--- config.mk ---
export PLATFORM = sky130hd
export DESIGN_NAME = weight_rep_encoder
export DESIGN_NICKNAME = d
export VERILOG_FILES = /design/src/rtl/wrep_pkg.sv /design/src/rtl/wrep_out_slot.sv /design/src/rtl/weight_rep_encoder.sv
export SDC_FILE = /design/constraint.sdc
export NUM_CORES = 1
export LEC_CHECK = 0
export CAP_MARGIN = 5
export CORE_MARGIN = 1
export CORE_UTILIZATION = 65
export CTS_CLUSTER_SIZE = 25
export DETAILED_ROUTE_END_ITERATION = 6
export DONT_BUFFER_PORTS = 1
export GPL_TIMING_DRIVEN = 0
export PLACE_DENSITY = 0.82
export SLEW_MARGIN = 20
export SYNTH_ARGS = -nofsm -noshare
export SYNTH_HDL_FRONTEND = slang
export SYNTH_SLANG_ARGS = --single-unit
--- constraint.sdc ---
create_clock -name clock -period 3.85 [get_ports clock]
set_clock_uncertainty 0.1 [all_clocks]
set_input_delay 0.385 -clock clock [delete_from_list [all_inputs] [get_ports clock]]
set_output_delay 0.385 -clock clock [all_outputs]
set_load 0.05 [all_outputs]
--- src/rtl/wrep_pkg.sv ---
// Shared state encoding and default widths for the weight repetition encoder.
`timescale 1ns/1ps
package wrep_pkg;

    localparam int WEIGHT_W_D = 8;
    localparam int IDX_W_D    = 10;
    localparam int CNT_W_D    = 6;

    typedef enum logic [1:0] {
        IDLE  = 2'd0,
        RUN   = 2'd1,
        FLUSH = 2'd2,
        DRAIN = 2'd3
    } wrep_state_t;

endpackage

--- src/rtl/wrep_out_slot.sv ---
// One-entry valid/ready output register; may reload in the cycle it drains.
`timescale 1ns/1ps
module wrep_out_slot #(
    parameter int W = 8
) (
    input  logic         clock,
    input  logic         reset,
    input  logic         load,
    input  logic [W-1:0] load_data,
    input  logic         ready,
    output logic         valid,
    output logic [W-1:0] data
);

    always_ff @(posedge clock) begin
        if (reset) begin
            valid <= 1'b0;
            data  <= '0;
        end else if (load) begin
            valid <= 1'b1;
            data  <= load_data;
        end else if (ready) begin
            valid <= 1'b0;
        end
    end

endmodule

--- src/rtl/weight_rep_encoder.sv ---
// Run-length encoder turning a value-grouped weight stream into
// unique-weight, repetition-count and index streams.
`timescale 1ns/1ps
module weight_rep_encoder
    import wrep_pkg::*;
#(
    parameter int WEIGHT_W = WEIGHT_W_D,
    parameter int IDX_W    = IDX_W_D,
    parameter int CNT_W    = CNT_W_D
) (
    input  logic                clock,
    input  logic                reset,
    input  logic                start,
    input  logic                in_valid,
    output logic                in_ready,
    input  logic [WEIGHT_W-1:0] in_weight,
    input  logic [IDX_W-1:0]    in_index,
    input  logic                in_last,
    output logic                uw_valid,
    input  logic                uw_ready,
    output logic [WEIGHT_W-1:0] uw_data,
    output logic                rep_valid,
    input  logic                rep_ready,
    output logic [CNT_W-1:0]    rep_data,
    output logic                idx_valid,
    input  logic                idx_ready,
    output logic [IDX_W-1:0]    idx_data,
    output logic                busy,
    output logic                finished,
    output logic [IDX_W:0]      unique_count
);

    localparam logic [CNT_W-1:0] MAX_REP = '1;

    wrep_state_t         state;
    logic [WEIGHT_W-1:0] cur_w;
    logic [CNT_W-1:0]    cur_cnt;
    logic                have_group;

    logic gfree;
    logic accept;
    logic same_run;
    logic close_grp;
    logic flush_load;
    logic grp_load;

    // uw and rep load as a pair, so both must have room
    assign gfree = (!uw_valid || uw_ready) && (!rep_valid || rep_ready);
    assign in_ready = (state == RUN) && (!idx_valid || idx_ready) && gfree;
    assign accept = in_valid && in_ready;
    assign same_run = (in_weight == cur_w) && (cur_cnt != MAX_REP);
    assign close_grp = accept && have_group && !same_run;
    assign flush_load = (state == FLUSH) && gfree;
    assign grp_load = close_grp || flush_load;
    assign busy = (state != IDLE);

    always_ff @(posedge clock) begin
        if (reset) begin
            state        <= IDLE;
            cur_w        <= '0;
            cur_cnt      <= '0;
            have_group   <= 1'b0;
            unique_count <= '0;
            finished     <= 1'b0;
        end else begin
            finished <= 1'b0;
            if (grp_load) begin
                unique_count <= unique_count + 1'b1;
            end
            unique case (state)
                IDLE: begin
                    if (start) begin
                        state        <= RUN;
                        cur_cnt      <= '0;
                        have_group   <= 1'b0;
                        unique_count <= '0;
                    end
                end
                RUN: begin
                    if (accept) begin
                        if (!have_group || !same_run) begin
                            cur_w      <= in_weight;
                            cur_cnt    <= CNT_W'(1);
                            have_group <= 1'b1;
                        end else begin
                            cur_cnt <= cur_cnt + 1'b1;
                        end
                        if (in_last) begin
                            state <= FLUSH;
                        end
                    end
                end
                FLUSH: begin
                    if (gfree) begin
                        have_group <= 1'b0;
                        state      <= DRAIN;
                    end
                end
                DRAIN: begin
                    if (!uw_valid && !rep_valid && !idx_valid) begin
                        finished <= 1'b1;
                        state    <= IDLE;
                    end
                end
                default: state <= IDLE;
            endcase
        end
    end

    wrep_out_slot #(.W(WEIGHT_W)) u_uw (
        .clock     (clock),
        .reset     (reset),
        .load      (grp_load),
        .load_data (cur_w),
        .ready     (uw_ready),
        .valid     (uw_valid),
        .data      (uw_data)
    );

    wrep_out_slot #(.W(CNT_W)) u_rep (
        .clock     (clock),
        .reset     (reset),
        .load      (grp_load),
        .load_data (cur_cnt),
        .ready     (rep_ready),
        .valid     (rep_valid),
        .data      (rep_data)
    );

    wrep_out_slot #(.W(IDX_W)) u_idx (
        .clock     (clock),
        .reset     (reset),
        .load      (accept),
        .load_data (in_index),
        .ready     (idx_ready),
        .valid     (idx_valid),
        .data      (idx_data)
    );

endmodule
# --- Yosys cells after proc, flatten, opt, wreduce, memory -nomap -nowiden ---
# Index checks and enable logic that the tools add are counted.
op_classes:
  n_addsub: 2
  n_eq_ne: 11
  n_mux: 25
  bitwise_logic: 1
  n_reduce_logical: 32
ops:
  columns: ["cell", "count"]
  rows:
  - ["two-way mux 11 bit", 3]
  - ["two-way mux 6 bit", 3]
  - ["case mux 6 bit (2 select lines)", 1]
  - ["adder 11 x 1 -> 11 bit (second input constant)", 1]
  - ["two-way mux 1 bit", 11]
  - ["logical AND 1 bit", 10]
  - ["two-way mux 2 bit", 5]
  - ["!= test 2 bit (second input constant)", 5]
  - ["AND reduction 5 bit", 2]
  - ["nonzero test 2 bit", 5]
  - ["== test 8 bit", 1]
  - ["case mux 2 bit (4 select lines)", 1]
  - ["adder 6 x 1 -> 6 bit (second input constant)", 1]
  - ["!= test 6 bit (second input constant)", 1]
  - ["AND reduction 3 bit", 2]
  - ["zero test 1 bit", 5]
  - ["logical OR 1 bit", 5]
  - ["== test 2 bit (second input constant)", 2]
  - ["case mux 1 bit (3 select lines)", 1]
  - ["nonzero test 3 bit", 1]
  - ["== test 2 x 1 -> 1 bit (second input constant)", 1]
  - ["zero test 2 bit", 1]
  - ["!= test 2 x 1 -> 1 bit (second input constant)", 1]
  - ["OR reduction 2 bit", 1]
  - ["inverter 1 bit", 1]
word_totals:
  regBits: 56
  input_bits: 26

# --- Longest topological paths before layout ---
depth:
  depth_word: 11
  mapped_depth: 8
  ltp_nobuf: 7

# --- Cells and area by module ---
# From an unflattened synthesis, not the netlist that was laid out.
hier_totals:
  cells_unflattened: 301
  area_unflattened_um2: 2711.4
by_module_without_submodules:
  columns: ["mod", "n_inst", "cells_each", "area_each_um2", "seq_area_each_um2"]
  rows:
  - ["weight_rep_encoder", 1, 212, 1751.7, 580.6]
  - ["wrep_out_slot (u_idx)", 1, 36, 389.1, 220.2]
  - ["wrep_out_slot (u_uw)", 1, 30, 321.6, 180.2]
  - ["wrep_out_slot (u_rep)", 1, 23, 249.0, 140.1]

# --- Least setup slack after synthesis ---
# No wires, ideal clock.
synth_timing:
  path_kind: "reg2reg"
  startpoint: "reg u_rep.valid"
  endpoint: "reg u_idx.data[1]"
  setup_ps: 70
  t_arrival_ps: 1823
  setup_slack_ps: 1856
  stages_incl_launch_ff: 8
  synth_period_minus_slack_ps: 1994
  path_cell_list: "dfxtp_1 > nand2b_1 > nand3_1 > or2_2 > clkbuf_1 > clkbuf_1 > nand2_1 > a21oi_1"
synth_between:
  elab_chain_len: 5
synth_lines:
  columns: ["item", "line_no", "rtl"]
  rows:
  - ["from (decl)", "wrep_out_slot.sv:11", "output logic valid,"]
  - ["from (signal assigned)", "wrep_out_slot.sv:17", "valid <= 1'b0;"]
  - ["from (signal assigned)", "wrep_out_slot.sv:20", "valid <= 1'b1;"]
  - ["from (signal assigned)", "wrep_out_slot.sv:23", "valid <= 1'b0;"]
  - ["zero test 1 bit", "weight_rep_encoder.sv:48", "assign gfree = (!uw_valid || uw_ready) && (!rep_valid || rep_ready);"]
  - ["logical OR 1 bit", "weight_rep_encoder.sv:48", null]
  - ["logical AND 1 bit", "weight_rep_encoder.sv:48", null]
  - ["logical AND 1 bit", "weight_rep_encoder.sv:49", "assign in_ready = (state == RUN) && (!idx_valid || idx_ready) && gfree;"]
  - ["logical AND 1 bit", "weight_rep_encoder.sv:50", "assign accept = in_valid && in_ready;"]
  - ["to (signal assigned)", "wrep_out_slot.sv:21", "data <= load_data;"]
  - ["to (decl)", "wrep_out_slot.sv:12", "output logic [W-1:0] data"]
# No other way between the ends.
# A chain may end at the register's enable or synchronous reset.

# --- Final worst setup path ---
layout_timing:
  startpoint: "reg u_rep.valid"
  endpoint: "reg u_idx.data[2]"
# Same word-level chain as after synthesis.

==> parameters.txt <==
Parameter                              Value

Final layout
  Growth of design area from synthesis to finish ... 7.02%
  Inserted Diodes ... 0
  Fraction of layout cells with a size suffix above 1 ... 0.0475
  Nets ... 348

Setup path
  Largest delay contributor family on the critical path ... simple AND/OR/NAND/NOR gates
  Max FO, Critical Path ... 10
  Critical Path Slowest Stage Cell ... dfxtp_1
  Number of buffers and inverters on the critical path ... 2
  Type of element capturing the critical path ... register
  Critical path launch point type ... register
  Crit-path most repeated cell ... clkbuf_1
  Required @ worst endpoint ... 3.99 ns
  Maximum single-stage delay on the critical path ... around 0.66 ns
  Chain of cells forming the critical path ... nand2b_1 > nand3_1 > or2_2 > clkbuf_1 > clkbuf_1 > nand2_1 > a21oi_1
  Worst EP arrival ... approximately 2.6 ns
  WS Path Type ... register to register

Clocking
  Worst-Skew Late Latency ... 0.31 ns
  Bufs on Longest Clock Path ... 2
  Post-CTS setup buffer count ... 0
  Depth of the CTS H-tree ... 2
  CTS hold repair buffers ... 0
  CTS tree ... built
  CTS clk-pin slew, worst paths ... ~0.09 ns
  Sink Count ... 56
  Inserted Clock Buffers ... 5
  Clk Tree Root Cell ... clkbuf_8
  Number of gates resized after CTS ... 0

Logic synthesis
  Biggest area consumer among synthesized cells ... dfxtp_1
  Netlist area before placement ... approximately 2600 µm²
  Fraction of synthesized cell area taken by the top area cell type ... 0.434
  Share of synthesized flip-flops with an asynchronous set or reset ... 0
  Most common cell in the netlist ... dfxtp_1
  Dominant synthesized flop cell ... dfxtp_1
  Area contributors post-synth ... dfxtp_1, a21oi_1, nand3_1, o21ai_0, nand2_1
  Mapped Cells ... 308
  Total number of yosys warnings ... 0
  Post-Syn Nets ... 341
  Seq cells post-synth ... 56
  Mean post-synth cell area ... between 8 and 9 µm²
  Sequential fraction of the synthesis area ... 0.434
  Distinct cell type count after synthesis ... 37
  Synth cell count leaders ... dfxtp_1, a21oi_1, nand3_1
  Number of enable-type register cells in the synthesized netlist ... 0

Timing
  Final clock period utilization by the worst path ... 0.629
  Transition at the pin with the smallest max-transition slack ... a little over 0.9 ns
  Top achievable clock speed ... between 0.4 and 0.5 GHz
  Total negative setup slack ... 0 ns
  Time the worst path needs with I/O delays and setup ... between 2 and 2.5 ns
  Hold Worst Slack ... 0.100 ns
  Number of failing hold endpoints at the final stage ... 0
  Number of pins exceeding their max-slew limit in the final report ... 0
  Unrepaired setup endpoints after global routing ... false
  Count of final setup violators ... 0
  Worst max-slew margin expressed relative to the limit ... 0.393

Power and ir drop
  Cell leakage power ... about 0.96 nW
  Switching part of the total ... 0.411
  Worst vdd rail ir drop ... a little under 0.5 mV
  Power density cells ... around 600 nW/µm²
  Power share of the clock group ... 0.241
  Switching pwr ... approximately 0.0007 W
  Comb pwr share ... 0.293
  Internal power contribution ... 0.000981 W
  Sequential fraction of design power ... 0.466

Placement
  DP Wirelength ... between 4 and 5 mm
  Final weighted congestion in routability-driven placement ... between 0.8 and 0.9
  Number of input and output port buffers inserted ... 0

Global route
  Overall routing resource usage ... 0.291
  First-pass GRT wire length ... ~9.5 mm
  Final global-route overflow total ... 0
  Number of global-route vias before repair ... between 2000 and 2500
  Antenna violations before repair ... 0
  Maximum number of pins on one net before global-route repair ... 18

Route
  DRC violation total after the first TritonRoute iteration ... 294
  Total DRC errors in the routed layout ... 1
  Post-Route WL ... between 5 and 6 mm
  Vias ... about 2300
  Post-DR wirelength/cell ... ~16 µm
  Post-route ant nets ... 0
  First-pass detailed-route iteration total ... 6
  Number of vias per cell ... 6.35

Die
  I/O pin count ... 67
  Total core area ... ~3700 µm²
  Number of rows in the core area ... 22
  Full die area ... approximately 4200 µm²
  Chip width ... around 65 µm
  Vertical extent of the die ... 65.0 µm
  Effective utilization at floorplan ... 0.690

Min path
  Path category of the worst min-delay check ... input pin to register

Flow run
  Reported max-cap violation count ... 0

Outcome
  Run status ... finished, violations left
  Violated checks ... design-rule violations
cell families (layout without fill, tap and decap cells):
kind of cell / count (synthesis) / after routing / share of synthesized area
AND/OR/NAND/NOR: 109 / 109 / 0.230
AO/OA/AOI/OAI: 97 / 97 / 0.209
flip-flops: 56 / 56 / 0.434
buffers and inverters: 23 / 31 / 0.0373
XOR/XNOR: 12 / 12 / 0.0407
adder cells (fa/ha/maj): 7 / 7 / 0.0339
multiplexers: 4 / 4 / 0.0155
registers in the layout (all words and copies together) (netlist names):
register and flops:
cur_cnt 6, cur_w 8, finished 1, have_group 1, state 2, u_idx.data 10, u_idx.valid 1, u_rep.data 6
u_rep.valid 1, u_uw.data 8, u_uw.valid 1, unique_count 11
worst paths after layout:
path,start,end,slack (ns),cells past startpoint
hold reg to reg,cur_w[7],u_uw.data[7],0.40,2
setup reg to reg,u_rep.valid,u_idx.data[2],1.43,7
setup / recovery,u_rep.valid,u_idx.data[2],1.43,7
hold / removal,in_index[8],u_idx.data[8],0.1,2
cells in the final DEF, fill, tap and decap left out, types with 2 or more instances in the layout:
| master | count |
|---|---|
| nor3b_1 | 2 |
| buf_2 | 2 |
| nand3_1 | 35 |
| nand4_1 | 5 |
| nor2_1 | 7 |
| o21ai_0 | 27 |
| or3_1 | 2 |
| ha_1 | 7 |
| a21oi_1 | 50 |
| nand2b_1 | 8 |
| clkbuf_1 | 15 |
| dfxtp_1 | 56 |
| clkbuf_8 | 6 |
| xnor2_1 | 4 |
| a31oi_1 | 4 |
| or4_1 | 5 |
| o31ai_1 | 6 |
| a41o_1 | 2 |
| a21o_1 | 2 |
| and4_1 | 2 |
| nor3_1 | 6 |
| xor2_1 | 8 |
| and3_1 | 3 |
| nor4_4 | 2 |
| nand2_1 | 28 |
| inv_1 | 5 |
| mux2i_1 | 4 |
power by group through the flow:
stage | Combinational, W | Sequential, W | Clock [W]
after floorplan | 0.000390 | 0.000778 | 0
after global placement | 0.000471 | 0.000789 | 0
after detailed placement | 0.000482 | 0.000790 | 0
after CTS | 0.000484 | 0.000777 | 0.000406
after global routing | 0.000541 | 0.000785 | 0.000433
final | 0.000489 | 0.000777 | 0.000401
routing by layer:
metal	global-route usage	wire length, µm	vias to the layer above
li1	-	-	1132
met3	0.0810	399	8
met1	0.381	2580	1081
met5	0	0	-
met2	0.453	2920	90
met4	0.109	77	0
through the flow:
stage	total power, W	util	std cells	setup WS [ns]	cell area [µm²]
after floorplan	0.00117	-	308	1.86	2580
after global placement	0.00126	0.706	356	1.50	2640
after detailed placement	0.00127	0.706	356	1.45	2640
after CTS	0.00167	0.739	364	1.43	2770
after global routing	0.00176	0.739	364	1.24	2770
final	0.00167	0.739	364	1.43	2770
layout make-up:
cell class                 count  area, µm²
clock inverter                 2       38.8
multi-input combinational    229       1370
inverter                       5       18.8
tap                           48       60.1
clock buffer                   6       82.6
sequential                    56       1120
buffer                        18       77.6
fill                         295        978
No activity file was read; power rests on OpenSTA's default activity.
